===== config.mk =====
export PLATFORM = sky130hd
export DESIGN_NAME = serial_negator
export DESIGN_NICKNAME = d
export VERILOG_FILES = /design/src/rtl/serial_negator.sv
export SDC_FILE = /design/constraint.sdc
export NUM_CORES = 1
export LEC_CHECK = 0
export CAP_MARGIN = 20
export CORE_UTILIZATION = 46
export DETAILED_ROUTE_END_ITERATION = 7
export GPL_ROUTABILITY_DRIVEN = 0
export HOLD_SLACK_MARGIN = 0.03
export PLACE_DENSITY = 0.76
export SYNTH_ARGS = -nofsm -noshare
export SYNTH_HDL_FRONTEND = slang
export SYNTH_SLANG_ARGS = --single-unit

===== constraint.sdc =====
create_clock -name clk -period 2.45 [get_ports clk]
set_clock_uncertainty 0.1 [all_clocks]
set_input_delay 0.245 -clock clk [delete_from_list [all_inputs] [get_ports clk]]
set_output_delay 0.245 -clock clk [all_outputs]
set_load 0.02 [all_outputs]

===== src/rtl/serial_negator.sv =====
`default_nettype none
// ============================================================================
//  Module      : serial_negator
//  Description : Chunk-serial ones'/two's-complement negator with valid/ready
//                handshakes and two's-complement overflow flag.
//  Revision    : 1.0 - initial release
// ============================================================================
module serial_negator #(
    parameter int WIDTH = 16,
    parameter int CHUNK = 4
) (
    input  logic             clk,
    input  logic             rst,
    input  logic             in_valid,
    output logic             in_ready,
    input  logic [WIDTH-1:0] in_data,
    input  logic             in_mode,
    output logic             out_valid,
    input  logic             out_ready,
    output logic [WIDTH-1:0] out_data,
    output logic             out_ovf
);

    localparam int N  = WIDTH / CHUNK;
    localparam int KW = (N > 1) ? $clog2(N) : 1;
    localparam logic [KW-1:0]    C_K_LAST   = KW'(N - 1);
    localparam logic [WIDTH-1:0] C_MOST_NEG = {1'b1, {(WIDTH-1){1'b0}}};

    typedef enum logic [1:0] {
        S_IDLE = 2'd0,
        S_BUSY = 2'd1,
        S_DONE = 2'd2
    } state_t;

    state_t             r_state_q, w_state_d;
    logic [KW-1:0]      r_k_q, w_k_d;
    logic               r_carry_q, w_carry_d;
    logic               r_mode_q, w_mode_d;
    logic [WIDTH-1:0]   r_op_q, w_op_d;
    logic [WIDTH-1:0]   r_res_q, w_res_d;

    int                 w_base;
    logic [CHUNK-1:0]   w_chunk;
    logic [CHUNK:0]     w_sum;

    always_ff @(posedge clk or posedge rst) begin
        if (rst) begin
            r_state_q <= S_IDLE;
            r_k_q     <= '0;
            r_carry_q <= 1'b0;
            r_mode_q  <= 1'b0;
            r_op_q    <= '0;
            r_res_q   <= '0;
        end else begin
            r_state_q <= w_state_d;
            r_k_q     <= w_k_d;
            r_carry_q <= w_carry_d;
            r_mode_q  <= w_mode_d;
            r_op_q    <= w_op_d;
            r_res_q   <= w_res_d;
        end
    end

    always_comb begin
        w_state_d = r_state_q;
        w_k_d     = r_k_q;
        w_carry_d = r_carry_q;
        w_mode_d  = r_mode_q;
        w_op_d    = r_op_q;
        w_res_d   = r_res_q;

        w_base  = int'(r_k_q) * CHUNK;
        w_chunk = r_op_q[w_base +: CHUNK];
        w_sum   = {1'b0, ~w_chunk} + {{CHUNK{1'b0}}, r_carry_q};

        case (r_state_q)
            S_IDLE: begin
                if (in_valid) begin
                    w_op_d    = in_data;
                    w_mode_d  = in_mode;
                    w_k_d     = '0;
                    w_carry_d = in_mode;    // +1 of two's complement enters as carry-in
                    w_res_d   = '0;
                    w_state_d = S_BUSY;
                end
            end
            S_BUSY: begin
                w_res_d[w_base +: CHUNK] = w_sum[CHUNK-1:0];
                w_carry_d                = w_sum[CHUNK];
                if (r_k_q == C_K_LAST) begin
                    w_k_d     = '0;
                    w_state_d = S_DONE;
                end else begin
                    w_k_d = r_k_q + 1'b1;
                end
            end
            S_DONE: begin
                if (out_ready) begin
                    w_state_d = S_IDLE;
                end
            end
            default: begin
                w_state_d = S_IDLE;
            end
        endcase
    end

    assign in_ready  = (r_state_q == S_IDLE);
    assign out_valid = (r_state_q == S_DONE);
    assign out_data  = out_valid ? r_res_q : '0;
    assign out_ovf   = out_valid & r_mode_q & (r_op_q == C_MOST_NEG);

endmodule
`default_nettype wire

Word-level counts from Yosys, hierarchy flattened
Cells that the tools add are included.
- logic and storage cells: 40
- register bits: 38
- latch bits: 0
- memory bits (writable): 0
- memories: 0
- ROM bits: 0
- add/subtract/negate cells: 3
- shift operators: 3
- mux-type cells: 13
- div/mod/pow operators: 0
- equality and inequality tests: 7
- magnitude comparators: 0
- bitwise logic cells: 3
- reduce and logical (&&, ||, !) cells: 5
- multiply operators: 0
- operator list (kind ; number):
    $neg A4 Y33 ; 1
    $shift A4 B33 Y16 const A ; 1
    $shiftx A4 B33 Y16 ; 1
    $mux W16 ; 2
    $pmux W16 S2 ; 1
    $bwmux W16 ; 1
    $eq A16 B16 Y1 const B ; 1
    $shiftx A16 B5 Y4 ; 1
    $mux W2 ; 5
    $pmux W2 S3 ; 1
    $add A4 B1 Y5 ; 1
    $eq A2 B2 Y1 const B ; 2
    $ne A2 B2 Y1 const B ; 2
    $not A4 Y4 ; 1
    $pmux W2 S2 ; 1
    $reduce_and A2 Y1 ; 2
    $reduce_and A3 Y1 ; 1
    $add A2 B1 Y2 const B ; 1
    $and A1 B1 Y1 ; 2
    $eq A2 B1 Y1 const B ; 1
    $logic_not A2 Y1 ; 1
    $ne A2 B1 Y1 const B ; 1
    $pmux W1 S2 ; 1
    $reduce_bool A2 Y1 ; 1
    $mux W1 ; 1

Depth between registers and ports, before layout
Gate-level depths: netlist of the first run.
- depth in word-level cells: 6
- depth in mapped cells: 8

Worst setup path before layout of the first run
OpenSTA, ideal clock, no wires.
- path type: register -> register
- start point: register r_k_q[1]
- end point: register r_res_q[15]
- slack: 0.127 ns
- period minus slack after synthesis: 2.323 ns
- data required time: 2.229 ns
- stages on the path, launching flop included: 8
- arrival time: 2.102 ns
- cells stage by stage: dfrtp_1 mux4_1 inv_1 ha_1 and2_1 a22oi_1 or3_1 a32o_2
- cells in the longest elaborated chain, start to end: 6
- elaborated cells between the ends (all ways): 8
- those cells by class: 2 x add/sub; 3 x shift; 2 x mux; 1 x bitwise
- ends and longest elaborated chain (what ; RTL line ; source):
    start, declared ; 36 ; logic [KW-1:0] r_k_q, w_k_d;
    start signal, assigned ; 56 ; r_k_q <= w_k_d;
    $shiftx A16 B5 Y4 ; 73 ; w_chunk = r_op_q[w_base +: CHUNK];
    $not A4 Y4 ; 74 ; w_sum = {1'b0, ~w_chunk} + {{CHUNK{1'b0}}, r_carry_q};
    $add A4 B1 Y5 ; 74 ;
    $shiftx A4 B33 Y16 ; 88 ; w_res_d[w_base +: CHUNK] = w_sum[CHUNK-1:0];
    $bwmux W16 * ; 88 ;
    $pmux W16 S2 * ; 76 ; case (r_state_q)
    end signal, assigned ; 60 ; r_res_q <= w_res_d;
    end, declared ; 40 ; logic [WIDTH-1:0] r_res_q, w_res_d;
Mark *: on every way between the ends. The rest lies on a longest branch, timed or not.
A chain may end at the register's enable or synchronous reset.

Worst setup path in the final report of the first run
Ends and elaborated chain as after synthesis.

==> flow_summary.toml, run 1 <==
[global_route]
antenna_found_initial = 0
grt_max_degree = 39
grt_pass1_wl_um = 6870
grt.total_usage = 0.212
grt_overflow = 0
grt_pass1_vias = 1434

[critical_path]
critical_path_class = "register to register"
slowest_delay_ps = 570
r2r_end = "r_res_q[15]$_DFFE_PP0P_"
endpoint_kind = "register"
crit_fanout = 6
worstReg2RegStart = "r_k_q[1]$_DFFE_PP0P_"
crit_path_cell_trace = "mux4_1 > inv_1 > ha_1 > nor2b_1 > a22oi_2 > or3_4 > a32o_2"
critPathLaunchType = "register"
cp.arrival_ps = 2420
reg2reg_slack_ps = 110
path_depth = 7
critPathRequiredTime_ps = 2530
path_buf_inv = 1
cpLargestDelayFamily = "simple AND/OR/NAND/NOR gates"
crit_path_end = "r_res_q[15]$_DFFE_PP0P_"
startpoint = "r_k_q[1]$_DFFE_PP0P_"
slowest_stage = "mux4_1"
worstRegToRegCells = 7

[sta]
finalCritPeriodShare = 0.957
fmax_mhz = 427
post-route-min-period_ps = 2340
finalSetupViolations = 0
finalMaxSlewViolations = 0
max_slew.worst_pin.slew_ps = 510
hold_viol_final = 0
finalSetupTns_ps = 0
worst_slack_ps = 106
slew_headroom = 0.657

[pwr]
powerDensity_nw_per_um2 = 1130
peakVddDrop_uv = 610
p_leak_nw = 1.12

[routing]
dr.first_iter.drc_count = 64
route.vias.total = 1446
wl_per_cell_um = 16.1
drtAntennaViolNets = 0
drt_pass1_iterations = 4
wirelength_um = 4240
wl_met1_um = 1770
met3_length_um = 209
vias_per_cell = 5.50
top_layer = "met4"
met2_wirelength_um = 2210
drc = 0

[layout]
post-route-cell-area_um2 = 2520
layout_commonest_cell = "clkdlybuf4s50_1"
final_cell_mix = "39 x clkdlybuf4s50_1, 38 x dfrtp_1, 18 x and2_1"
diodes = 0
layout-drive-gt1-share = 0.197
finalNetCount = 241
fillers = 330
area_growth_pct = 29.6

[synth]
yosysWarnings = 0
syn_inst = 164
async_flop_share = 1.00
synth_seq_cells = 38
synth_flop_cell = "dfrtp_1"
yosysSeqAreaShare = 0.489
ys_types = 37
syn_nets = 192
syn_area_um2 = 1950
synth-edff-count = 0
synth_area_per_cell_um2 = 11.9

[outcome]
status = "finished clean"

[clocking]
cts_hold_buf = 0
post_cts_buffers = 0
htree_levels = 2
clock_path_buffers = 2
clock_sinks = 38
clk_latency_ps = 290
cts_root_buffer = "clkbuf_8"
cts_made_buffers = 5
clk_transition_reported_paths_ps = 70
tritoncts = "built"

[floorplanning]
die_w_um = 67.0
initial_core_util = 0.483
core_um2 = 4030
die_height_um = 67.0
rows = 23
io_pins = 40
die_area_um2 = 4490

[place]
numPortBuffers = 39
dp.final_hpwl_um = 3190
postPlaceCellArea_um2 = 2430
preCtsSetupSlack_ps = 134

[flow_run]
timing.max_cap.violations = 0

[hold_path]
worstHoldPathType = "input port to async pin"
[tightest hold or removal path: cells and delay by family]
kind / cells / cell delay, ps
buffers and inverters: 3 / 850
[layout make-up]
| type | count | area [µm²] | share of cell area |
|---|---|---|---|
| Clock buffer | 5 | 68.8 | 0.0273 |
| Clock inverter | 2 | 10.0 | 0.00397 |
| Inverter | 9 | 33.8 | 0.0134 |
| Multi-Input combinational cell | 111 | 938 | 0.372 |
| Sequential cell | 38 | 951 | 0.377 |
| Tap cell | 50 | 62.6 | 0.0248 |
| Timing Repair Buffer | 48 | 458 | 0.182 |
[Yosys cell counts, types with 3 or more instances]
cell type / instances / share of area
nand2_1: 10 / 0.019
nand3_1: 3 / 0.0077
inv_1: 8 / 0.015
mux2_2: 16 / 0.093
a21o_1: 4 / 0.015
nor4_1: 3 / 0.0096
buf_2: 4 / 0.010
dfrtp_1: 38 / 0.49
and2_1: 18 / 0.058
nor2_1: 3 / 0.0058
mux2i_1: 3 / 0.015
a22o_1: 13 / 0.059
ha_1: 7 / 0.045
nand2b_1: 3 / 0.0096
[metrics by stage]
step	hold slack [ps]	power, mW	instances	utilization
6_report	269	2.85	263	0.626
5_1_grt	353	3.06	263	0.626
4_1_cts	281	2.86	263	0.623
3_5_place_dp	362	2.44	256	0.603
3_3_place_gp	361	2.37	256	0.603
2_1_floorplan	234	2.04	164	-
[kinds of logic (layout without fill, tap and decap cells)]
| kind of cell | count (synthesis) | in the layout | share of synthesized area |
|---|---|---|---|
| compound gates | 29 | 29 | 0.121 |
| simple gates | 52 | 52 | 0.161 |
| fa+ha+maj | 7 | 7 | 0.0450 |
| buf+inv | 15 | 64 | 0.0354 |
| xor+xnor | 1 | 1 | 0.00450 |
| flops | 38 | 38 | 0.489 |
| mux | 22 | 22 | 0.145 |
[how the worst min path moves through the flow]
stage / to / cells past startpoint / slack, ps / start
floorplan: r_state_q[1]$_DFFE_PP0P_ / 1 / 230 / out_ready
global placement: r_res_q[11]$_DFFE_PP0P_ / 2 / 360 / r_res_q[11]$_DFFE_PP0P_
detailed placement: r_res_q[3]$_DFFE_PP0P_ / 2 / 360 / r_res_q[3]$_DFFE_PP0P_
CTS: r_k_q[1]$_DFFE_PP0P_ / 3 / 280 / rst
global route: r_op_q[1]$_DFFE_PP0P_ / 3 / 350 / rst
finish: r_op_q[3]$_DFFE_PP0P_ / 3 / 270 / rst
[flip-flops by register name, summed over array words and instances (netlist names)]
name       cells
r_state_q      2
r_mode_q       1
r_k_q          2
r_op_q        16
r_carry_q      1
r_res_q       16
[per-layer routing]
| layer | GRT usage | vias to the layer above |
|---|---|---|
| met2 | 0.369 | 50 |
| met3 | 0.0377 | 6 |
| met4 | 0.0878 | 0 |
| met1 | 0.255 | 701 |
| li1 | - | 689 |
| met5 | 0 | - |
[repair_timing]
item | in CTS | in global routing
gates resized for setup | 0 | 3
hold endpoints to repair | 0 | 0
endpoints found under the setup margin | 0 | 18
[where the power goes]
group,internal [mW],switching [mW]
combinational,0.625,0.676
clock,0.191,0.214
sequential,0.920,0.223
total,1.74,1.11
(Power assumes the default switching activity.)
==> run 2, diff against run 1 <==
Clock period 2.45 ns to 2.1 ns, I/O delays scaled along.
==> run 2 against run 1 <==
Effect of this change:
- the run now ends with negative setup slack left
- setup slack worse by 180 ps
- flip-flop and latch count did not move
- power rose by 30%
- largest power group unchanged
==> flow_summary.toml, run 2 (synthesis results as in run 1) <==
[layout]
area_growth_pct = 38.9
layout_commonest_cell = "dfrtp_1"
layout-drive-gt1-share = 0.280
reg_top3 = "r_op_q: 16 flops, r_res_q: 16 flops"
final_cell_mix = "36 x dfrtp_1, 22 x clkdlybuf4s50_1, 21 x buf_4"
finalNetCount = 253
diodes = 0

[clocking]
cts_made_buffers = 5
cts_root_buffer = "clkbuf_8"
htree_levels = 2
clk_transition_reported_paths_ps = 70
clock_path_buffers = 2
clock_sinks = 38
tritoncts = "built"
clk_latency_ps = 290

[floorplanning]
die_w_um = 67.0
die_height_um = 67.0
initial_core_util = 0.483
io_pins = 40
rows = 23
core_um2 = 4030
die_area_um2 = 4490

[routing]
dr.first_iter.drc_count = 64
wirelength_um = 4700
drc = 0
route.vias.total = 1556
vias_per_cell = 5.66
wl_per_cell_um = 17.1
drtAntennaViolNets = 0
drt_pass1_iterations = 4

[pwr]
p_leak_nw = 1.48
p_total_mw = 3.72
peakVddDrop_uv = 759
powerDensity_nw_per_um2 = 1370

[global_route]
grt_max_degree = 39
grt_overflow = 0
grt_pass1_vias = 1629
grt_pass1_wl_um = 7530
grt.total_usage = 0.231
antenna_found_initial = 0

[critical_path]
startpoint = "r_k_q[1]$_DFFE_PP0P_"
r2r_end = "r_res_q[15]$_DFFE_PP0P_"
cp.arrival_ps = 2260
critPathLaunchType = "register"
slowest_delay_ps = 510
slowest_stage = "mux4_2"
worstReg2RegStart = "r_k_q[1]$_DFFE_PP0P_"
critical_path_class = "register to register"
reg2reg_slack_ps = -70
critPathRequiredTime_ps = 2190
crit_path_end = "r_res_q[15]$_DFFE_PP0P_"
endpoint_kind = "register"
crit_path_cell_trace = "mux4_2 > inv_2 > ha_4 > and2_4 > a22oi_2 > or3_4 > a32o_2"
crit_fanout = 5
worstRegToRegCells = 7

[sta]
finalMaxSlewViolations = 0
max_slew.worst_pin.slew_ps = 535
finalCritPeriodShare = 1.03
slew_headroom = 0.641
worst_slack_ps = -73.1
finalSetupTns_ps = -181
rsz0062_at_grt = "true"
finalSetupViolations = 4
hold_viol_final = 0
fmax_mhz = 460
post-route-min-period_ps = 2170

[outcome]
violations = "negative setup slack"
status = "finished with violations"

[place]
dp.final_hpwl_um = 3370
numPortBuffers = 39

[flow_run]
timing.max_cap.violations = 0

[hold_path]
worstHoldPathType = "input port to async pin"
[run 2: area by class of cell]
| class | count | area, µm² |
|---|---|---|
| inverter | 9 | 33.8 |
| multi-input combinational | 111 | 987 |
| tap | 50 | 62.6 |
| timing repair buffer | 60 | 587 |
| clock buffer | 5 | 68.8 |
| sequential | 38 | 953 |
| fill | 301 | 1330 |
| clock inverter | 2 | 10.0 |
[run 2: critical path, delay by kind of cell, from the launching register on]
family / cells / cell delay, ps
flip-flops: 1 / 370
multiplexers: 1 / 510
AND/OR/NAND/NOR: 2 / 490
adder cells (fa/ha/maj): 1 / 130
AO/OA/AOI/OAI: 2 / 370
buffers and inverters: 1 / 90
[run 2: timing repair]
item,4_1_cts,5_1_grt
setup buffers,1,1
hold endpoints to repair,0,0
gates resized for setup,9,20
hold buffers,0,0
pin swaps,2,4
endpoints found under the setup margin,9,24
[run 2: stage by stage]
step / utilization / instances / setup WS [ps] / instance area [µm²] / hold slack [ps]
after floorplan: - / 164 / -71.7 / 1950 / 199
after global placement: 0.625 / 267 / -18.5 / 2520 / 360
after detailed placement: 0.625 / 267 / -119 / 2520 / 369
after CTS: 0.653 / 275 / -91.7 / 2630 / 242
after global routing: 0.671 / 275 / -122 / 2700 / 322
final: 0.671 / 275 / -73.1 / 2700 / 223
[run 2: power by group]
part	internal, mW	switching (mW)
Sequential	1.08	0.240
Combinational	0.975	0.948
Clock	0.223	0.252
[run 2: per-layer routing]
metal  routed length [µm]  global-route usage
met3                  255              0.0445
met1                 1830               0.262
met4                  161               0.128
met2                 2450               0.401
met5                    0                   0
[run 2: worst min-delay path by stage]
stage,endpoint,slack [ps],cells after the start
after global routing,r_op_q[1]$_DFFE_PP0P_,320,3
after detailed placement,r_res_q[3]$_DFFE_PP0P_,370,2
after floorplan,r_state_q[1]$_DFFE_PP0P_,200,1
after CTS,r_op_q[15]$_DFFE_PP0P_,240,3
final,r_state_q[0]$_DFFE_PP0P_,220,3
after global placement,r_res_q[11]$_DFFE_PP0P_,360,2
